<file path="src/rtl/lock_pkg.sv">
// Shared types and constants for the combination-lock controller.
package lock_pkg;

    typedef enum logic [2:0] {
        ST_ENTRY   = 3'd0,
        ST_CHECK   = 3'd1,
        ST_OPEN    = 3'd2,
        ST_SETPW   = 3'd3,
        ST_LOCKOUT = 3'd4
    } state_t;

    localparam logic [3:0] KEY_STAR      = 4'd10;
    localparam logic [3:0] KEY_HASH      = 4'd11;
    localparam logic [3:0] KEY_DIGIT_MAX = 4'd9;

endpackage

</file>
<file path="src/rtl/lock_ctrl_if.sv">
// Key-event input and status/indicator outputs of the lock controller.
interface lock_ctrl_if #(
    parameter int PW_LEN = 4
);
    logic                  key_valid;
    logic [3:0]            key_code;
    logic                  unlocked;
    logic                  alarm;
    logic                  ok_pulse;
    logic                  err_pulse;
    logic [3:0]            entry_cnt;
    logic [PW_LEN*4-1:0]   entry_buf;
    logic [2:0]            st;

    modport master (
        output key_valid, key_code,
        input  unlocked, alarm, ok_pulse, err_pulse, entry_cnt, entry_buf, st
    );

    modport slave (
        input  key_valid, key_code,
        output unlocked, alarm, ok_pulse, err_pulse, entry_cnt, entry_buf, st
    );
endinterface

</file>
<file path="src/rtl/lock_timer.sv">
// 32-bit loadable down-counter; expire fires on the last counted cycle so a
// load of N gives a dwell of exactly N enabled cycles.
module lock_timer (
    input  logic        clk,
    input  logic        rst_n,
    input  logic        i_load,
    input  logic [31:0] i_load_val,
    input  logic        i_en,
    output logic        o_expire
);
    logic [31:0] r_cnt;

    always_ff @(posedge clk or negedge rst_n) begin
        if (!rst_n)
            r_cnt <= '0;
        else if (i_load)
            r_cnt <= i_load_val;
        else if (i_en && (r_cnt != '0))
            r_cnt <= r_cnt - 32'd1;
    end

    assign o_expire = i_en && (r_cnt == 32'd1);
endmodule

</file>
<file path="src/rtl/lock_ctrl.sv">
// Combination-lock sequencer: password entry, check, unlock, change, lockout.
//   state   | meaning
//   ENTRY   | collecting digits of a password attempt
//   CHECK   | one-cycle compare of the buffer against the stored password
//   OPEN    | lock open until '#' or idle timeout; '*' enters SETPW
//   SETPW   | lock open, collecting a new password
//   LOCKOUT | alarm raised after too many failures, all keys ignored
module lock_ctrl
    import lock_pkg::*;
#(
    parameter int                   PW_LEN         = 4,
    parameter logic [PW_LEN*4-1:0]  DEFAULT_PW     = 16'h1234,
    parameter int                   MAX_FAIL       = 3,
    parameter logic [31:0]          OPEN_CYCLES    = 32'd250_000_000,
    parameter logic [31:0]          LOCKOUT_CYCLES = 32'd500_000_000
) (
    input logic        clk,
    input logic        rst_n,
    lock_ctrl_if.slave bus
);
    localparam int BW = PW_LEN * 4;
    localparam int FW = $clog2(MAX_FAIL + 1);

    state_t          r_state, w_state_nx;
    logic [BW-1:0]   r_buf, w_buf_nx, r_pw, w_pw_nx, w_pushed;
    logic [3:0]      r_cnt, w_cnt_nx;
    logic [FW-1:0]   r_fail, w_fail_nx;
    logic            r_ok, w_ok_nx, r_err, w_err_nx;
    logic            w_digit, w_star, w_hash, w_full;
    logic            w_load, w_tmr_en, w_expire;
    logic [31:0]     w_load_val;

    assign w_digit  = bus.key_valid && (bus.key_code <= KEY_DIGIT_MAX);
    assign w_star   = bus.key_valid && (bus.key_code == KEY_STAR);
    assign w_hash   = bus.key_valid && (bus.key_code == KEY_HASH);
    assign w_full   = (r_cnt == 4'(PW_LEN));
    assign w_pushed = {r_buf[BW-5:0], bus.key_code};
    assign w_tmr_en = (r_state == ST_OPEN) || (r_state == ST_SETPW) || (r_state == ST_LOCKOUT);

    lock_timer u_timer (
        .clk        (clk),
        .rst_n      (rst_n),
        .i_load     (w_load),
        .i_load_val (w_load_val),
        .i_en       (w_tmr_en),
        .o_expire   (w_expire)
    );

    always_ff @(posedge clk or negedge rst_n) begin
        if (!rst_n) begin
            r_state <= ST_ENTRY;
            r_buf   <= '0;
            r_cnt   <= '0;
            r_pw    <= DEFAULT_PW;
            r_fail  <= '0;
            r_ok    <= 1'b0;
            r_err   <= 1'b0;
        end else begin
            r_state <= w_state_nx;
            r_buf   <= w_buf_nx;
            r_cnt   <= w_cnt_nx;
            r_pw    <= w_pw_nx;
            r_fail  <= w_fail_nx;
            r_ok    <= w_ok_nx;
            r_err   <= w_err_nx;
        end
    end

    always_comb begin
        w_state_nx = r_state;
        w_buf_nx   = r_buf;
        w_cnt_nx   = r_cnt;
        w_pw_nx    = r_pw;
        w_fail_nx  = r_fail;
        w_ok_nx    = 1'b0;
        w_err_nx   = 1'b0;
        w_load     = 1'b0;
        w_load_val = OPEN_CYCLES;
        case (r_state)
            ST_ENTRY: begin
                if (w_digit) begin
                    if (!w_full) begin
                        w_buf_nx = w_pushed;
                        w_cnt_nx = r_cnt + 4'd1;
                    end
                end else if (w_star) begin
                    w_buf_nx = '0;
                    w_cnt_nx = '0;
                end else if (w_hash) begin
                    if (w_full) begin
                        w_state_nx = ST_CHECK;
                    end else begin
                        w_err_nx = 1'b1;
                        w_buf_nx = '0;
                        w_cnt_nx = '0;
                    end
                end
            end
            ST_CHECK: begin
                w_buf_nx = '0;
                w_cnt_nx = '0;
                if (r_buf == r_pw) begin
                    w_ok_nx    = 1'b1;
                    w_fail_nx  = '0;
                    w_load     = 1'b1;
                    w_state_nx = ST_OPEN;
                end else begin
                    w_err_nx = 1'b1;
                    // Reaching the limit saturates the counter and starts lockout
                    if (r_fail >= FW'(MAX_FAIL - 1)) begin
                        w_fail_nx  = FW'(MAX_FAIL);
                        w_load     = 1'b1;
                        w_load_val = LOCKOUT_CYCLES;
                        w_state_nx = ST_LOCKOUT;
                    end else begin
                        w_fail_nx  = r_fail + FW'(1);
                        w_state_nx = ST_ENTRY;
                    end
                end
            end
            ST_OPEN: begin
                if (w_expire || w_hash) begin
                    w_state_nx = ST_ENTRY;
                end else if (w_star) begin
                    w_load     = 1'b1;
                    w_state_nx = ST_SETPW;
                end
            end
            ST_SETPW: begin
                if (w_expire) begin
                    w_state_nx = ST_ENTRY;
                    w_buf_nx   = '0;
                    w_cnt_nx   = '0;
                end else if (w_digit || w_star || w_hash) begin
                    w_load = 1'b1;
                    if (w_digit) begin
                        if (!w_full) begin
                            w_buf_nx = w_pushed;
                            w_cnt_nx = r_cnt + 4'd1;
                        end
                    end else begin
                        w_buf_nx = '0;
                        w_cnt_nx = '0;
                        if (w_star) begin
                            w_state_nx = ST_OPEN;
                        end else if (w_full) begin
                            w_pw_nx    = r_buf;
                            w_ok_nx    = 1'b1;
                            w_state_nx = ST_OPEN;
                        end else begin
                            w_err_nx = 1'b1;
                        end
                    end
                end
            end
            ST_LOCKOUT: begin
                if (w_expire) begin
                    w_fail_nx  = '0;
                    w_state_nx = ST_ENTRY;
                end
            end
            default: w_state_nx = ST_ENTRY;
        endcase
    end

    assign bus.unlocked  = (r_state == ST_OPEN) || (r_state == ST_SETPW);
    assign bus.alarm     = (r_state == ST_LOCKOUT);
    assign bus.ok_pulse  = r_ok;
    assign bus.err_pulse = r_err;
    assign bus.entry_cnt = r_cnt;
    assign bus.entry_buf = r_buf;
    assign bus.st        = r_state;
endmodule

</file>
<file path="src/flat_wrapper.sv">
// flat-port wrapper written by rule: the top's interface ports become plain ports
module lock_ctrl_flat import lock_pkg::*;
#(
    parameter int                   PW_LEN         = 4,
    parameter logic [PW_LEN*4-1:0]  DEFAULT_PW     = 16'h1234,
    parameter int                   MAX_FAIL       = 3,
    parameter logic [31:0]          OPEN_CYCLES    = 32'd250_000_000,
    parameter logic [31:0]          LOCKOUT_CYCLES = 32'd500_000_000
)
  (clk, rst_n, bus_key_valid, bus_key_code, bus_unlocked, bus_alarm, bus_ok_pulse, bus_err_pulse, bus_entry_cnt, bus_entry_buf, bus_st);
  lock_ctrl_if #(.PW_LEN(PW_LEN)) bus_i ();
  input logic clk;
  input logic rst_n;
  input wire logic [$bits(bus_i.key_valid)-1:0] bus_key_valid;
  input wire logic [$bits(bus_i.key_code)-1:0] bus_key_code;
  output wire logic [$bits(bus_i.unlocked)-1:0] bus_unlocked;
  output wire logic [$bits(bus_i.alarm)-1:0] bus_alarm;
  output wire logic [$bits(bus_i.ok_pulse)-1:0] bus_ok_pulse;
  output wire logic [$bits(bus_i.err_pulse)-1:0] bus_err_pulse;
  output wire logic [$bits(bus_i.entry_cnt)-1:0] bus_entry_cnt;
  output wire logic [$bits(bus_i.entry_buf)-1:0] bus_entry_buf;
  output wire logic [$bits(bus_i.st)-1:0] bus_st;
  assign bus_i.key_valid = bus_key_valid;
  assign bus_i.key_code = bus_key_code;
  assign bus_unlocked = bus_i.unlocked;
  assign bus_alarm = bus_i.alarm;
  assign bus_ok_pulse = bus_i.ok_pulse;
  assign bus_err_pulse = bus_i.err_pulse;
  assign bus_entry_cnt = bus_i.entry_cnt;
  assign bus_entry_buf = bus_i.entry_buf;
  assign bus_st = bus_i.st;
  lock_ctrl #(.PW_LEN(PW_LEN), .DEFAULT_PW(DEFAULT_PW), .MAX_FAIL(MAX_FAIL), .OPEN_CYCLES(OPEN_CYCLES), .LOCKOUT_CYCLES(LOCKOUT_CYCLES)) u_core (.clk(clk), .rst_n(rst_n), .bus(bus_i));
endmodule
</file>
<file path="config.mk">
export PLATFORM = sky130hd
export DESIGN_NAME = lock_ctrl_flat
export DESIGN_NICKNAME = d
export VERILOG_FILES = /design/src/rtl/lock_pkg.sv /design/src/rtl/lock_ctrl_if.sv /design/src/rtl/lock_timer.sv /design/src/rtl/lock_ctrl.sv /design/src/flat_wrapper.sv
export SDC_FILE = /design/constraint.sdc
export NUM_CORES = 1
export LEC_CHECK = 0
export ABC_AREA = 1
export CORE_ASPECT_RATIO = 1.1
export CORE_MARGIN = 5
export CORE_UTILIZATION = 47
export CTS_CLUSTER_SIZE = 16
export DETAILED_ROUTE_END_ITERATION = 16
export PLACE_DENSITY_LB_ADDON = 0.08
export SYNTH_ARGS = -nofsm -noshare
export SYNTH_HDL_FRONTEND = slang
export SYNTH_HIERARCHICAL = 1
export SYNTH_SLANG_ARGS = --single-unit
export TNS_END_PERCENT = 30
</file>
<file path="constraint.sdc">
create_clock -name clk -period 3 [get_ports clk]
set_clock_uncertainty 0.05 [all_clocks]
set_input_delay 0.6 -clock clk [delete_from_list [all_inputs] [get_ports clk]]
set_output_delay 0.6 -clock clk [all_outputs]
set_load 0.03 [all_outputs]
</file>
# Yosys cells after proc, flatten, opt, wreduce, memory -nomap -nowiden

Cells that the tools add are included.

Flip-flop bits (word level): 75
Output and inout bits: 27
Logic and storage cells: 121

Add/subtract/negate cells: 3
Magnitude comparators: 2
Equality and inequality tests: 20
Muxes and demuxes: 66
Bitwise gates (word level): 3
Reduce and logical (&&, ||, !) cells: 19

Operators with widths:

| operator                | count |
|---|---|
| $mux W16                | 8 |
| $mux W32                | 4 |
| $pmux W16 S3            | 1 |
| $mux W3                 | 14 |
| $eq A32 B1 Y1 const B   | 1 |
| $mux W4                 | 8 |
| $reduce_bool A32 Y1     | 1 |
| $sub A32 B1 Y32 const B | 1 |
| $mux W29                | 1 |
| $mux W1                 | 21 |
| $eq A16 B16 Y1          | 1 |
| $pmux W3 S5             | 1 |
| $pmux W4 S3             | 1 |
| $reduce_and A9 Y1       | 1 |
| $eq A4 B4 Y1 const B    | 2 |
| $ne A4 B1 Y1 const B    | 2 |
| $eq A3 B2 Y1 const B    | 2 |
| $mux W2                 | 3 |
| $ne A2 B1 Y1 const B    | 3 |
| $pmux W1 S3             | 2 |
| $reduce_and A6 Y1       | 1 |
| $logic_and A1 B1 Y1     | 5 |
| $logic_or A1 B1 Y1      | 5 |
| $add A4 B1 Y4 const B   | 1 |
| other kinds (19)        | 23 |

# Logic depth before layout (Yosys ltp)

Gate-level depths: netlist of run 1.

Word-level depth: 8
Depth in mapped cells: 19

# Cells and area by module

Netlist of run 1, hierarchy kept.

Modules (own cells, without submodules):

| module     | instances | cells an instance | area an instance (um^2) | seq. area each (um^2) |
|---|---|---|---|---|
| lock_ctrl  | 1         | 449               | 2,842.7                 | 1,082.3 |
| lock_timer | 1         | 436               | 2,602.5                 | 800.8 |

# Least setup slack after synthesis of run 1

OpenSTA, ideal clock, no wires.

Path kind: register to register
Start: reg u_core.r_state[0], in the netlist u_core/bus.st[0]
End: reg u_core.u_timer.r_cnt[19]
Library setup time: 0.069 ns
Arrival: 3.204 ns
Data required time: 2.881 ns
Path slack: -0.323 ns
Cell stages (with the launch flop): 18
Buffers on the path: 3
Period minus slack after synthesis: 3.323 ns
Cells stage by stage: dfrtp_1 > nand2_2 > nor2_4 > inv_1 > nand3_1 > nand3_1 > nor3_1 > nor2_1 > nand2_1 > o21ai_1 > a21oi_1 > o21ai_1 > clkbuf_1 > inv_1 > clkbuf_1 > clkbuf_1 > nand3_1 > nand3_1

Word-level cells in the longest chain between the ends: 8
Elaborated cells on any way between the ends: 15
Those cells by class: 4 x eq/ne; 5 x mux; 6 x reduce/logical

RTL lines:

| what                                           | RTL line         | source |
|---|---|---|
| from (decl)                                    | lock_ctrl.sv:24  | `state_t r_state, w_state_nx;` |
| from (signal assigned)                         | lock_ctrl.sv:59  | `r_state <= w_state_nx;` |
| $eq A3 B2 Y1                                   | lock_ctrl.sv:38  | `assign w_tmr_en = (r_state == ST_OPEN) \|\| (r_state == ST_SETPW) \|\| (r_state == ST_LOCKOUT);` |
| $logic_or A1 B1 Y1                             | lock_ctrl.sv:38  |  |
| $logic_or A1 B1 Y1 (*)                         | lock_ctrl.sv:38  |  |
| net u_core.w_tmr_en                            | lock_ctrl.sv:30  | `logic w_load, w_tmr_en, w_expire;` |
| $logic_and A1 B1 Y1 (*)                        | lock_timer.sv:22 | `assign o_expire = i_en && (r_cnt == 32'd1);` |
| net u_core.w_expire                            | lock_ctrl.sv:30  |  |
| $logic_or A1 B1 Y1                             | lock_ctrl.sv:122 | `if (w_expire \|\| w_hash) begin` |
| $mux W1                                        | lock_ctrl.sv:122 |  |
| $pmux W1 S3 (*)                                | lock_ctrl.sv:79  | `case (r_state)` |
| net u_core.w_load                              | lock_ctrl.sv:30  |  |
| $mux W32 or $reduce_bool A2 Y1 (tied branches) | --               |  |
| to (signal assigned)                           | lock_timer.sv:17 | `r_cnt <= i_load_val;` |
| to (signal assigned)                           | lock_timer.sv:19 | `r_cnt <= r_cnt - 32'd1;` |
| to (decl)                                      | lock_timer.sv:11 | `logic [31:0] r_cnt;` |

The timed path passes the listed nets; every way through them passes the cells marked *.
A chain may end at the register's enable or synchronous reset.

# Worst setup path after layout of run 1

Start: reg u_core.r_state[0], in the netlist u_core/bus.st[0]
End: reg u_core.u_timer.r_cnt[4]

Same word-level chain as after synthesis.

==> reports/metrics.csv, run 1 <==
stage,metric,value,unit
setup_path,crit_fanout,18,
placed_design,dp_slack,0.164,ns
placed_design,io_buffers,33,
die,die_area,13800,um^2
hold_path,hold_path_class,input port to asynchronous set/reset pin,
die,core.rowCount,41,
setup_path,r2r-end,u_core/u_timer/r_cnt[4]$_DFFE_PN0P_,
timing,fin_tns_setup,0,ns
layout,final_util,55.3,%
setup_path,crit_top_cell,nand2_1,
logic_synthesis,synth_top_cell_by_area,dfrtp_1,
cts,hold_buffers,0,
global_route,grt_first_pass_wirelength,23.5,mm
placed_design,place.gp.congestion,0.949,
setup_path,worst_ep_required_time,3.18,ns
die,start_util,47.8,%
die,core,11400,um^2
setup_path,path_buf_inv,3,
cts,clock_sinks,75,
timing,finalCritPeriodShare,91.1,%
cts,htreeDepth,3,
layout,n_antenna_cell,0,
logic_synthesis,yosysUniqueCellTypes,36,
die,die_w,113,um
timing,hold_violations,0,
timing,hold_slack,0.140,ns
logic_synthesis,post-synth-top-area-fraction,32.2,%
logic_synthesis,netlist_instances,885,
logic_synthesis,synth_edf_count,0,
logic_synthesis,yosysSeqAreaShare,34.6,%
drt,detail_route.vias_per_cell,4.99,
layout,syn_to_final_growth,15.7,%
timing,setup_ws,0.266,ns
power_and_ir_drop,p_leak,0.00326,uW
timing,rsz0062_at_grt,false,
setup_path,worstSetupStartpoint,u_core/bus.st[0]$_DFFE_PN0P_,
drt,vias,5428,
layout,n_fill_cell,1164,
logic_synthesis,ys_warn_count,6,
logic_synthesis,synth_ff_type,dfrtp_1,
setup_path,slowest_delay,0.43,ns
placed_design,place_inst,1071,
logic_synthesis,ys_seq_elements,75,
power_and_ir_drop,power_density,1080,nW/um^2
drt,remaining_drc_errors,0,
setup_path,path_cells,nor2_1 > nand2_1 > nand3_1 > nand3_1 > nor3_4 > buf_4 > nor3_4 > a21oi_1 > o21ai_2 > inv_1 > buf_6 > o21ai_0 > a21oi_1 > nor2_1 > nand2_1 > nand2_1,
timing,worst_slew_pin_slew,0.676,ns
die,boundaryPins,34,
cts,clk_pin_slew_worst_paths,0.07,ns
setup_path,path_class,flip-flop to flip-flop,
global_route,grt_max_degree,48,
cts,clk_path_buf_depth,2,
global_route,grt_usage,21.0,%
drt,wl_per_cell,13.0,um
setup_path,cp.arrival,2.91,ns
drt,dr.pass1.iters,5,
logic_synthesis,synth_area_per_cell,6.15,um^2
setup_path,worstRegToRegCells,16,
layout,final_net_count,943,
cts,cts_root_buf,clkbuf_16,
drt,first_iter_violations,301,
drt,drt-total-wl,14.2,mm
logic_synthesis,syn-cell-area,5450,um^2
timing,setup_viol,0,
placed_design,place_hpwl,10.1,mm
power_and_ir_drop,vdd_ir_drop_max,0.601,mV
setup_path,rr_startpoint,u_core/bus.st[0]$_DFFE_PN0P_,
setup_path,reg2reg_slack,0.27,ns
setup_path,end_kind,flip-flop,
global_route,antenna_found_initial,0,
status,status,"finished, final reports clean",
timing,layout_min_cycle_time,2.73,ns
logic_synthesis,netlist_top_cells_area,"dfrtp_1 (32%), nand2_1 (26%), nand3_1 (7.4%), inv_1 (6.1%), nor2_1 (6.1%)",
setup_path,crit_slowest_cell,dfrtp_2,
die,die_h,123,um
timing,fmax,0.366,GHz
global_route,overflow,0,
cts,cts_tree,built,
cts,cts_setup_buffers,0,
timing,max_slew_margin,54.9,%
setup_path,start_kind,flip-flop,
timing,final_max_slew_viol_count,0,
cts,clock_latency,0.34,ns
drt,antenna_left,0,
global_route,grt_pass1_vias,4932,
layout,fin_cells,1087,
cts,postCtsResizedCells,0,
setup_path,path_delay_family,simple AND/OR/NAND/NOR gates,
logic_synthesis,async_flop_share,100,%
job,maxCapViolations,0,
layout,drive_above_1_share,8.64,%
cts,numCtsBuffers,9,
## layout by cell type (no fill, tap or decap), drive strengths merged, types with 9 or more instances in the layout
cell	Yosys	final
nor2	102	102
clkdlybuf4s50	0	32
inv	97	100
nand2	390	390
dfrtp	70	70
nand4	11	11
a21oi	9	9
nand3	83	83
o21ai	66	66
conb	2	18
buf	22	18
clkbuf	8	9
## final cells by class
type | count | area [um^2] | area share [%]
clock buffer | 9 | 225 | 3.57
clock inverter | 7 | 61.3 | 0.973
inverter | 97 | 364 | 5.78
multi-input combinational | 699 | 3110 | 49.3
sequential | 75 | 1880 | 29.9
tap | 150 | 188 | 2.98
timing repair buffer | 50 | 472 | 7.49
## routing by layer
metal  wire length, um  global-route usage, %  vias up
met2              7050                   37.3      125
met3               528                   2.35       25
met5                 0                      0        -
met4               366                   9.99        0
li1                  -                      -     2829
met1              6220                   25.6     2449
## per-stage QoR
stage          cell area, um^2  total power, uW
6_report                  6300             6800
5_1_grt                   6300             7450
3_3_place_gp              6000             5650
3_5_place_dp              6000             5720
4_1_cts                   6290             6810
2_1_floorplan             5520             4700
## state kept, by name, summed over array words and instances, names as in the netlist
register              count
u_core/r_fail             2
u_core/bus.err_pulse      1
u_core/bus.st             3
u_core/u_timer/r_cnt     32
u_core/bus.entry_buf     16
u_core/bus.entry_cnt      4
u_core/bus.ok_pulse       1
u_core/r_pw              16
## cells in the mapped netlist (all sizes together) (2+ instances only)
master / number
nand2: 390
nand3: 83
ha: 4
dfrtp: 70
a21oi: 9
xor2: 2
clkbuf: 8
nand4: 11
dfstp: 5
nor2: 102
inv: 97
conb: 2
buf: 22
o21ai: 66
nor3: 4
xnor2: 3
or2: 2
nand3b: 2
## worst max-delay path by stage
| stage | end | slack, ns | depth (start not counted) |
|---|---|---|---|
| global placement | u_core/u_timer/r_cnt[4]$_DFFE_PN0P_ | 0.23 | 15 |
| finish | u_core/u_timer/r_cnt[4]$_DFFE_PN0P_ | 0.27 | 16 |
| floorplan | u_core/u_timer/r_cnt[17]$_DFFE_PN0P_ | 0.06 | 17 |
| global route | u_core/u_timer/r_cnt[4]$_DFFE_PN0P_ | 0.009 | 17 |
| detailed placement | u_core/u_timer/r_cnt[4]$_DFFE_PN0P_ | 0.16 | 15 |
| CTS | u_core/u_timer/r_cnt[4]$_DFFE_PN0P_ | 0.22 | 16 |
## logic make-up after synthesis
family	count (synthesis)	synth area share, %
buf+inv	127	9.93
xor+xnor	5	0.804
fa+ha+maj	4	0.919
flops	75	34.6
compound gates	78	7.81
other cells	2	0.138
simple gates	594	45.8
## power breakdown
part	leakage (uW)	internal, uW	switching, uW
clock network	0.000135	575	486
registers	0.000977	1340	368
logic	0.00215	1310	2730
Note: power is estimated with default switching activity, not from simulation.
==> run 2, diff against run 1 <==
--- a/config.mk
+++ b/config.mk
@@ -6,6 +6,7 @@
 export NUM_CORES = 1
 export LEC_CHECK = 0
 export ABC_AREA = 1
+export CAP_MARGIN = 5
 export CORE_ASPECT_RATIO = 1.1
 export CORE_MARGIN = 5
 export CORE_UTILIZATION = 47
==> constraint.sdc (replaced) <==
create_clock -name clk -period 2.2 [get_ports clk]
set_clock_uncertainty 0.05 [all_clocks]
set_input_delay 0.44 -clock clk [delete_from_list [all_inputs] [get_ports clk]]
set_output_delay 0.44 -clock clk [all_outputs]
set_load 0.03 [all_outputs]
==> run 2 against run 1 <==
  * The run now ends with negative setup slack left
  * Sequential power increased by 30%
  * Cell count rose by 10%
  * Worst hold slack better by 0.29 ns
  * Maximum frequency up 15%
  * Global-route usage grew 3.7 points
  * First-iteration DRC count increased by 50%
  * Largest power group unchanged
  * Highest routed layer unchanged
==> reports/metrics.csv, run 2 (synthesis gave the netlist of run 1 again) <==
stage,metric,value,unit
global_route,grt_pass1_vias,5861,
drt,wl_per_cell,14.1,um
drt,first_iter_violations,453,
layout,syn_to_final_growth,40.8,%
die,start_util,47.8,%
global_route,grt_usage,24.8,%
timing,setup_viol,33,
global_route,antenna_found_initial,0,
drt,antenna_left,0,
die,core,11400,um^2
setup_path,path_class,flip-flop to flip-flop,
status,violations,negative setup slack,
timing,setup_ws,-0.176,ns
setup_path,crit_fanout,5,
layout,largest_reg_flops,32,
cts,clk_pin_slew_worst_paths,0.07,ns
layout,drive_above_1_share,24.7,%
timing,finalCritPeriodShare,108,%
cts,clock_sinks,75,
cts,htreeDepth,3,
setup_path,start_kind,flip-flop,
hold_path,holdCritStartpoint,u_core/r_pw[2]$_DFFE_PN1P_,
placed_design,place.gp.congestion,0.961,
timing,rsz0062_at_grt,true,
cts,cts_root_buf,clkbuf_16,
layout,final_common_cell,nand2_1,
layout,regMostFlops,u_core/u_timer/r_cnt,
layout,final_area,7670,um^2
layout,layout_common_cells,"nand2_1 (360), buf_4 (106), inv_1 (87)",
die,core.rowCount,41,
drt,dr.pass1.iters,6,
layout,n_antenna_cell,0,
cts,cts_tree,built,
timing,fin_tns_setup,-4.25,ns
cts,clk_path_buf_depth,2,
cts,clock_latency,0.35,ns
die,boundaryPins,34,
placed_design,place_hpwl,11.4,mm
global_route,grt_max_degree,34,
die,die_w,113,um
layout,final_net_count,1054,
drt,detail_route.vias_per_cell,5.17,
hold_path,hold_path_class,flip-flop to flip-flop,
power_and_ir_drop,power_density,1660,nW/um^2
timing,layout_min_cycle_time,2.38,ns
placed_design,place_inst,1160,
timing,fmax,0.421,GHz
placed_design,io_buffers,33,
power_and_ir_drop,p_leak,0.00401,uW
die,die_area,13800,um^2
drt,drt-total-wl,16.9,mm
setup_path,end_kind,flip-flop,
drt,vias,6190,
job,maxCapViolations,0,
status,status,"complete, but fails checks",
global_route,overflow,0,
global_route,grt_first_pass_wirelength,27.5,mm
setup_path,rr_startpoint,u_core/u_timer/r_cnt[9]$_DFFE_PN0P_,
timing,final_max_slew_viol_count,0,
placed_design,place_area,6810,um^2
setup_path,worstSetupStartpoint,u_core/u_timer/r_cnt[9]$_DFFE_PN0P_,
timing,hold_violations,0,
layout,fin_cells,1198,
die,die_h,123,um
power_and_ir_drop,vdd_ir_drop_max,1.53,mV
drt,remaining_drc_errors,0,
setup_path,worst_ep_required_time,2.39,ns
setup_path,cp.arrival,2.57,ns
cts,numCtsBuffers,9,
run 2: per-stage QoR:
stage | hold slack [ns] | utilization, % | power, uW | setup slack, ns
6_report | 0.434 | 67.3 | 12700 | -0.176
5_1_grt | 0.456 | 67.3 | 13600 | -0.314
4_1_cts | 0.436 | 65.0 | 11800 | -0.156
3_5_place_dp | 0.358 | 59.8 | 9470 | -0.213
3_3_place_gp | 0.351 | 59.8 | 9260 | -0.206
2_1_floorplan | 0.0944 | - | 6660 | -0.353
run 2: layout make-up:
| type | count | area [um^2] |
|---|---|---|
| fillers | 1003 | 3720 |
| multi-input cells | 699 | 3410 |
| flip-flops and latches | 75 | 1890 |
| repair buffers | 161 | 1520 |
| inverters | 97 | 379 |
| clock buffers | 9 | 225 |
| well taps | 150 | 188 |
| clock inverters | 7 | 58.8 |
run 2: layer usage:
metal	vias up	track usage [%]	share of wire [%]
li1	3055	-	-
met1	2876	27.7	40
met2	204	46.1	51
met3	55	3.67	4.8
met4	0	11.8	4.3
met5	-	0	0
run 2: repair_timing:
action	CTS	global route
buffers inserted	14	4
cloned	1	2
hold buffers	1	0
resized for setup	49	51
endpoints found under the setup margin	53	72
endpoints found under the hold margin	24	0
pin swaps	9	21
run 2: power breakdown:
part | switching (uW) | total, uW | internal, uW
clock network | 664 | 1450 | 782
registers | 385 | 2210 | 1830
logic | 5040 | 9070 | 4030
run 2: worst paths after layout:
path,endpoint,cells past startpoint,slack [ns]
max reg2reg,u_core/u_timer/r_cnt[4]$_DFFE_PN0P_,18,-0.18
min,u_core/r_pw[2]$_DFFE_PN1P_,2,0.43
max,u_core/u_timer/r_cnt[4]$_DFFE_PN0P_,18,-0.18
min in group asynchronous,u_core/bus.entry_cnt[2]$_DFFE_PN0P_,2,0.52
min reg2reg,u_core/r_pw[2]$_DFFE_PN1P_,2,0.43
max in group asynchronous,u_core/bus.st[1]$_DFFE_PN0P_,3,0.91
run 2: critical path, stage by stage, from the launching register on:
cell and delay [ns]:
dfrtp_1 0.41, nor2_4 0.15, nand2_2 0.09, nor2_4 0.13, nand3_2 0.09, nor3_4 0.23, nor2_2 0.08, nand2_1 0.09
o21ai_2 0.06, a21oi_2 0.11, o21ai_2 0.10, buf_6 0.16, clkinv_8 0.07, buf_6 0.11, o21ai_4 0.05, a21oi_2 0.13
nor2_1 0.06, nand2_1 0.05, nand2_1 0.04
==> run 3, diff against run 2 <==
--- a/config.mk
+++ b/config.mk
@@ -9,7 +9,7 @@
 export CAP_MARGIN = 5
 export CORE_ASPECT_RATIO = 1.1
 export CORE_MARGIN = 5
-export CORE_UTILIZATION = 47
+export CORE_UTILIZATION = 30
 export CTS_CLUSTER_SIZE = 16
 export DETAILED_ROUTE_END_ITERATION = 16
 export PLACE_DENSITY_LB_ADDON = 0.08
==> run 3 against run 2 <==
  * Register-to-register slack better by 0.02 ns
  * Routed wire length is 4.9% higher
  * Highest routed layer unchanged
  * Critical path type unchanged
  * The run still ends with negative setup slack left
  * Via count is 3.0% lower
  * Critical endpoint is now u_core/u_timer/r_cnt[17]$_DFFE_PN0P_
==> reports/metrics.csv, run 3 (synthesis gave the netlist of run 1 again) <==
stage,metric,value,unit
drt,remaining_drc_errors,0,
die,start_util,30.6,%
global_route,grt_first_pass_wirelength,29.7,mm
placed_design,place.gp.congestion,0.834,
layout,n_fill_cell,1835,
layout,fin_cells,1339,
setup_path,cp.arrival,2.59,ns
status,status,"complete, but fails checks",
setup_path,start_kind,flip-flop,
timing,rsz0062_at_grt,true,
die,die_h,151,um
die,die_area,20900,um^2
layout,final_area,8110,um^2
drt,dr.pass1.iters,5,
hold_path,hold_path_class,input port to asynchronous set/reset pin,
timing,worst_slew_pin_slew,0.514,ns
power_and_ir_drop,power_switching,6000,uW
timing,finalCritPeriodShare,107,%
layout,n_antenna_cell,0,
power_and_ir_drop,p_leak,0.00429,uW
cts,cts_tree,built,
timing,fin_tns_setup,-4.12,ns
drt,vias,6003,
timing,setup_viol,53,
die,core,17800,um^2
global_route,antenna_found_initial,0,
cts,clk_path_buf_depth,2,
timing,hold_slack,0.0152,ns
power_and_ir_drop,combPwrFrac,70.1,%
layout,layout_common_cells,"nand2_1 (356), buf_4 (166), inv_1 (87)",
timing,hold_violations,0,
placed_design,io_buffers,33,
drt,drt-total-wl,17.8,mm
cts,numCtsBuffers,9,
die,core.rowCount,51,
layout,drive_above_1_share,29.0,%
layout,final_net_count,1107,
timing,fmax,0.424,GHz
drt,first_iter_violations,244,
setup_path,worst_ep_required_time,2.43,ns
power_and_ir_drop,vdd_ir_drop_max,1.05,mV
timing,final_max_slew_viol_count,0,
power_and_ir_drop,sw_frac_of_total,47.2,%
cts,clock_latency,0.35,ns
global_route,grt_pass1_vias,5956,
setup_path,crit_fanout,7,
drt,wl_per_cell,13.3,um
power_and_ir_drop,seqPwrFrac,17.0,%
cts,clock_sinks,75,
placed_design,place_area,7220,um^2
placed_design,place_inst,1290,
timing,layout_min_cycle_time,2.36,ns
placed_design,dp_slack,-0.280,ns
power_and_ir_drop,power_density,1570,nW/um^2
setup_path,path_class,flip-flop to flip-flop,
die,boundaryPins,34,
drt,antenna_left,0,
global_route,overflow,0,
cts,cts_root_buf,clkbuf_16,
global_route,grt_usage,17.6,%
cts,htreeDepth,3,
timing,setup_ws,-0.160,ns
layout,syn_to_final_growth,48.9,%
power_and_ir_drop,internal-power,6710,uW
drt,detail_route.vias_per_cell,4.48,
layout,largest_reg_flops,32,
job,maxCapViolations,0,
die,die_w,138,um
power_and_ir_drop,clockPowerShare,12.8,%
timing,max_slew_margin,65.8,%
setup_path,end_kind,flip-flop,
status,violations,negative setup slack,
cts,clk_pin_slew_worst_paths,0.07,ns
placed_design,place_hpwl,12.8,mm
layout,regMostFlops,u_core/u_timer/r_cnt,
global_route,grt_max_degree,38,
layout,final_common_cell,nand2_1,
[run 3: cell count changes in the layout (fill, tap and decap cells not counted), moves of 3 or more]
cell	before	now
buf_4	106	166
nand3_2	20	24
buf_6	8	11
nand2_4	4	7
nand3_1	60	57
nor2_2	15	19
buf_12	11	6
o21ai_2	7	4
nand2_1	360	356
nor2_1	78	73
[run 3: area by class of cell]
class	instances	area (um^2)	area share, %
Inverter	97	372	4.58
Timing Repair Buffer	214	1800	22.2
Multi-Input combinational cell	699	3430	42.4
Sequential cell	75	1890	23.3
Clock inverter	6	90.1	1.11
Clock buffer	10	229	2.82
Tap cell	238	298	3.67
[run 3: path summary, 6_finish.rpt]
| kind | from | to | slack [ns] | cells past startpoint |
|---|---|---|---|---|
| max in group asynchronous | rst_n | u_core/u_timer/r_cnt[6]$_DFFE_PN0P_ | 1.52 | 2 |
| worst max register to register | u_core/u_timer/r_cnt[18]$_DFFE_PN0P_ | u_core/u_timer/r_cnt[17]$_DFFE_PN0P_ | -0.16 | 14 |
| min in group clk | u_core/r_pw[6]$_DFFE_PN0P_ | u_core/r_pw[6]$_DFFE_PN0P_ | 0.47 | 2 |
| worst min-delay path | rst_n | u_core/bus.entry_buf[6]$_DFFE_PN0P_ | 0.02 | 1 |
| worst min register to register | u_core/r_pw[6]$_DFFE_PN0P_ | u_core/r_pw[6]$_DFFE_PN0P_ | 0.47 | 2 |
| worst max-delay path | u_core/u_timer/r_cnt[18]$_DFFE_PN0P_ | u_core/u_timer/r_cnt[17]$_DFFE_PN0P_ | -0.16 | 14 |
[run 3: power groups by stage]
stage	clock network [uW]	registers, uW	logic (uW)
6_report	1630	2170	8910
5_1_grt	1750	2210	9820
4_1_cts	1690	2160	8730
3_5_place_dp	0	2150	7630
3_3_place_gp	0	2160	7640
2_1_floorplan	0	2420	4230
[run 3: stage by stage]
stage	total power (uW)	util (%)
3_5_place_dp	9780	40.6
4_1_cts	12600	44.9
3_3_place_gp	9800	40.6
5_1_grt	13800	45.5
6_report	12700	45.5
2_1_floorplan	6660	-
[run 3: layer usage]
layer	track usage, %	vias up	wire [um]
met5	0	-	0
met4	6.82	0	367
met3	2.84	27	528
met2	32.2	81	8850
met1	20.9	2731	8010
li1	-	3164	-
[run 3: worst max-delay path, stage by stage, from the launching register on]
cell and delay [ns]:
dfrtp_1 0.41, nor2_2 0.17, nand2_2 0.11, nor2_4 0.13, nand2_4 0.08, nor3_4 0.24
nor2_2 0.07, nand2_2 0.09, o21ai_2 0.07, a21oi_2 0.16, o21ai_4 0.13, nor3_4 0.24
buf_6 0.20, nand2_1 0.07, nand3_1 0.06
[run 3: timing repair]
item | CTS | global route
resized for setup | 47 | 53
setup buffers | 36 | 5
pin swaps | 13 | 23
endpoints found under the setup margin | 53 | 66
hold buffers | 0 | 0
gates cloned | 1 | 0
